### src/rtl/mem_arbiter.sv
// mem_arbiter: arbitrates a single-port data RAM between the CPU and loader ports.
// Define MEM_ARB_ROUND_ROBIN_EN for round-robin tie-break; default is EXT-first fixed priority.
module mem_arbiter #(
    parameter int ADDR_W  = 16,
    parameter int DATA_W  = 16,
    parameter int MEM_LAT = 2
) (
    input  logic              clk,
    input  logic              reset_n,
    input  logic              cpu_req,
    input  logic              cpu_we,
    input  logic [ADDR_W-1:0] cpu_addr,
    input  logic [DATA_W-1:0] cpu_wdata,
    output logic [DATA_W-1:0] cpu_rdata,
    output logic              cpu_done,
    output logic              cpu_stall,
    input  logic              ext_req,
    input  logic              ext_we,
    input  logic [ADDR_W-1:0] ext_addr,
    input  logic [DATA_W-1:0] ext_wdata,
    output logic [DATA_W-1:0] ext_rdata,
    output logic              ext_done,
    output logic              mem_en,
    output logic              mem_we,
    output logic [ADDR_W-1:0] mem_addr,
    output logic [DATA_W-1:0] mem_wdata,
    input  logic [DATA_W-1:0] mem_rdata
);
    localparam int CW = (MEM_LAT < 4) ? 2 : $clog2(MEM_LAT + 1);

    typedef enum logic [1:0] {IDLE, ACCESS, DONE} state_t;

    state_t        state;
    logic [CW-1:0] lat_cnt;
    logic          last_grant;
    logic          acc_we;
    logic          pick_ext;
    logic          win_we;

    // last_grant doubles as the current owner while an access is in flight
`ifdef MEM_ARB_ROUND_ROBIN_EN
    assign pick_ext = ext_req & (~cpu_req | ~last_grant);
`else
    assign pick_ext = ext_req;
`endif
    assign win_we    = pick_ext ? ext_we : cpu_we;
    assign cpu_stall = cpu_req & ~cpu_done;

    always_ff @(posedge clk or negedge reset_n) begin
        if (!reset_n) begin
            state      <= IDLE;
            lat_cnt    <= '0;
            last_grant <= 1'b1;
            acc_we     <= 1'b0;
            mem_en     <= 1'b0;
            mem_we     <= 1'b0;
            mem_addr   <= '0;
            mem_wdata  <= '0;
            cpu_rdata  <= '0;
            ext_rdata  <= '0;
            cpu_done   <= 1'b0;
            ext_done   <= 1'b0;
        end else begin
            case (state)
                IDLE: begin
                    if (cpu_req | ext_req) begin
                        mem_en     <= 1'b1;
                        mem_we     <= win_we;
                        acc_we     <= win_we;
                        mem_addr   <= pick_ext ? ext_addr : cpu_addr;
                        mem_wdata  <= pick_ext ? ext_wdata : cpu_wdata;
                        lat_cnt    <= CW'(1);
                        last_grant <= pick_ext;
                        state      <= ACCESS;
                    end
                end
                ACCESS: begin
                    mem_we <= 1'b0;
                    if (lat_cnt == CW'(MEM_LAT)) begin
                        mem_en <= 1'b0;
                        state  <= DONE;
                        if (last_grant) begin
                            ext_done <= 1'b1;
                            if (!acc_we) ext_rdata <= mem_rdata;
                        end else begin
                            cpu_done <= 1'b1;
                            if (!acc_we) cpu_rdata <= mem_rdata;
                        end
                    end else begin
                        lat_cnt <= lat_cnt + CW'(1);
                    end
                end
                DONE: begin
                    cpu_done <= 1'b0;
                    ext_done <= 1'b0;
                    state    <= IDLE;
                end
                default: state <= IDLE;
            endcase
        end
    end
endmodule

### config.mk
export PLATFORM = sky130hd
export DESIGN_NAME = mem_arbiter
export DESIGN_NICKNAME = d
export VERILOG_FILES = /design/src/rtl/mem_arbiter.sv
export SDC_FILE = /design/constraint.sdc
export NUM_CORES = 1
export LEC_CHECK = 0
export CAP_MARGIN = 20
export CELL_PAD_IN_SITES_DETAIL_PLACEMENT = 1
export CELL_PAD_IN_SITES_GLOBAL_PLACEMENT = 2
export CORE_MARGIN = 4
export CORE_UTILIZATION = 28
export CTS_BUF_LIST = sky130_fd_sc_hd__clkbuf_8
export DETAILED_ROUTE_END_ITERATION = 12
export GPL_ROUTABILITY_DRIVEN = 0
export PLACE_DENSITY = 0.86
export SLEW_MARGIN = 40
export SYNTH_ARGS = -nofsm -noshare
export SYNTH_HDL_FRONTEND = slang
export SYNTH_SLANG_ARGS = --single-unit
### constraint.sdc
create_clock -name clk -period 2.27 [get_ports clk]
set_input_delay 0.3405 -clock clk [delete_from_list [all_inputs] [get_ports clk]]
set_output_delay 0.3405 -clock clk [all_outputs]
set_load 0.005 [all_outputs]
==> run_results.csv <==
group,metric,value,unit
status,status,"finished clean",
grt,grt_max_degree,75,
critical_path,cp_slowest_cell,"clkdlybuf4s50_1",
drt,vias,2330,
power_and_ir_drop,ir_drop,510,uV
drt,vias_per_cell,4.46,
job,maxCapViolations,0,
critical_path,worst_setup_path_start_kind,"primary input",
critical_path,worstSetupPathType,"in -> out",
clock_network,h-tree-depth,3,
drt,firstDrtPassIters,4,
clock_network,ctsHoldBuffers,0,
power_and_ir_drop,power_density,1190,mW/mm^2
critical_path,worst_setup_path_end_kind,"output pin",
critical_path,crit_path_frequent_cell,"clkdlybuf4s50_1",
timing,rsz0062_at_grt,"false",
grt,globalRouteTotalUtil,12.6,%
yosys,syn-cell-area,0.00339,sq mm
power_and_ir_drop,p_leak,0.00229,uW
yosys,synth_seq_area_share,54.6,%
critical_path,path_max_fanout,3,
critical_path,crit_chain,"clkdlybuf4s50_1 -> nor2b_1 -> clkdlybuf4s50_1",
timing,tightest_slew,668,ps
timing,final.setup.tns,0,ps
critical_path,r2r-start,"lat_cnt[0]",
die,ios,155,
drt,antenna_left,0,
yosys,yosys.area.top_type,"dfrtp_1",
cells_and_area,diodes,0,
clock_network,cts_buffers,9,
die,core,0.0116,sq mm
yosys,synth_nets,300,
clock_network,clk_pin_slew,80,ps
worst_hold_path,hold_class,"in -> async",
grt,first_global_vias,2650,
timing,relSlewSlack,55.5,%
critical_path,crit_start,"cpu_req",
yosys,yosysUniqueCellTypes,25,
grt,grt.overflow.total,0,
power_and_ir_drop,power,6210,uW
timing,hold_violations,0,
timing,layout_setup_ws,416,ps
die,rows,39,
timing,timing.fmax,540,MHz
clock_network,root_buffer,"clkbuf_8",
placement,dpl.hpwl,6.68,mm
clock_network,cts_resized,0,
timing,setup_viol,0,
die,die_w,118,um
timing,drv_slew,0,
cells_and_area,fin_nets,461,
drt,route.detailed.drc,0,
yosys,postSynthCellCount,213,
timing,fin_skew,6.84,ps
die,fp.dieH,118,um
clock_network,clock-sinks,74,
placement,dpl_worst_slack,233,ps
die,die-area,0.0139,sq mm
cells_and_area,syn_to_final_growth,54.4,%
yosys,synthTopCellsByArea,"dfrtp_1, mux2_2, mux2_4",
timing,period_minus_slack,1850,ps
yosys,ys_warn_count,0,
clock_network,cts_tree,"yes",
drt,drt_iter0_drc,79,
placement,io_buffers,154,
critical_path,worstPathArrival,1510,ps
die,initial_utilization,29.2,%
cells_and_area,drive_gt1_share,33.8,%
drt,post_drt_wl_per_cell,16.6,um
clock_network,clockBufferDepth,2,
grt,grt_first_pass_wirelength,14.2,mm
grt,antenna_found_initial,0,
yosys,syn_avg_cell_area,15.9,sq um
yosys,synth_top_area_share,53.9,%
yosys,ys_ff_latch,74,
critical_path,critPathMaxStageDelay,520,ps
critical_path,crit_required,1930,ps
clock_network,clk_latency,330,ps
timing,period_share,81.7,%
drt,routed_wl,8.65,mm
clock_network,cts_setup_buffers,0,
## worst max-delay path: cells and delay by family
family	cells	cell delay (ps)
buf+inv	2	1020
simple gates	1	150
## sequential cells by signal, indices dropped and copies added (netlist names)
| register | flops |
|---|---|
| ext_done | 1 |
| state | 2 |
| last_grant | 1 |
| mem_en | 1 |
| cpu_rdata | 16 |
| cpu_done | 1 |
| acc_we | 1 |
| mem_wdata | 16 |
| lat_cnt | 2 |
| mem_addr | 16 |
| mem_we | 1 |
| ext_rdata | 16 |
## through the flow
stage / std cells / hold WS, ps / cell area, sq um / util, %
2_1_floorplan: 213 / 44.9 / 3390 / -
3_3_place_gp: 506 / 463 / 5060 / 43.6
3_5_place_dp: 506 / 412 / 5070 / 43.6
4_1_cts: 522 / 29.5 / 5240 / 45.1
5_1_grt: 522 / 49.4 / 5240 / 45.1
6_report: 522 / 13.3 / 5240 / 45.1
## final timing paths
check,endpoint,slack [ps],cells after the start
max in group asynchronous,mem_addr[4],1800,1
setup reg to reg,ext_rdata[8],420,6
hold reg to reg,mem_en,490,2
min in group clk,mem_en,490,2
setup / recovery,cpu_stall,420,3
hold / removal,cpu_rdata[14],10,1
## logic make-up after synthesis
group / after synthesis / synth area share [%]
mux: 99 / 36.9
buf+inv: 17 / 3.95
flops: 74 / 54.6
simple gates: 13 / 2.51
fa+ha+maj: 1 / 0.369
compound gates: 9 / 1.66
## layer usage
metal  vias to the layer above  global-route usage, %  wire, um
li1                       1079                      -         -
met1                      1144                   16.4      3910
met2                       100                   20.0      4040
met3                         7                   4.32       626
met4                         0                   3.52        65
met5                         -                      0         0
## where the power goes
part,switching [uW],leakage [uW],total (uW),internal (uW)
registers,406,0.000871,2390,1980
clock network,496,0.0000787,888,392
logic,859,0.00134,2940,2080
total,1760,0.00229,6210,4450
## layout by cell type, fill, tap and decap left out, types with 2 or more instances in the layout
cell	count
nand2_1	4
o21ai_0	4
dfrtp_1	73
mux2i_1	2
nor2_1	2
inv_1	6
a31oi_1	2
clkinvlp_4	4
buf_4	7
mux2_4	37
clkbuf_8	9
mux2_2	60
clkdlybuf4s50_1	152
## synth_stat cells (all sizes together)
library cell and instances:
nor2b 1, a31oi 2, nand3b 1, o21ai 4, mux2i 2, dfrtp 73, nor3 2, buf 10
or3 2, nor2 2, a21oi 1, o2bb2ai 1, nand2 4, or3b 1, clkbuf 2, mux2 97
dfstp 1, inv 5, o31a 1, ha 1
## final cells by class
type	instances	area, sq um
Fill cell	1213	6370
Inverter	5	18.8
Clock buffer	9	124
Clock inverter	7	47.5
Tap cell	143	179
Multi-Input combinational cell	122	1410
Sequential cell	74	1850
Timing Repair Buffer	162	1610
No activity file was read; power rests on OpenSTA's default activity.
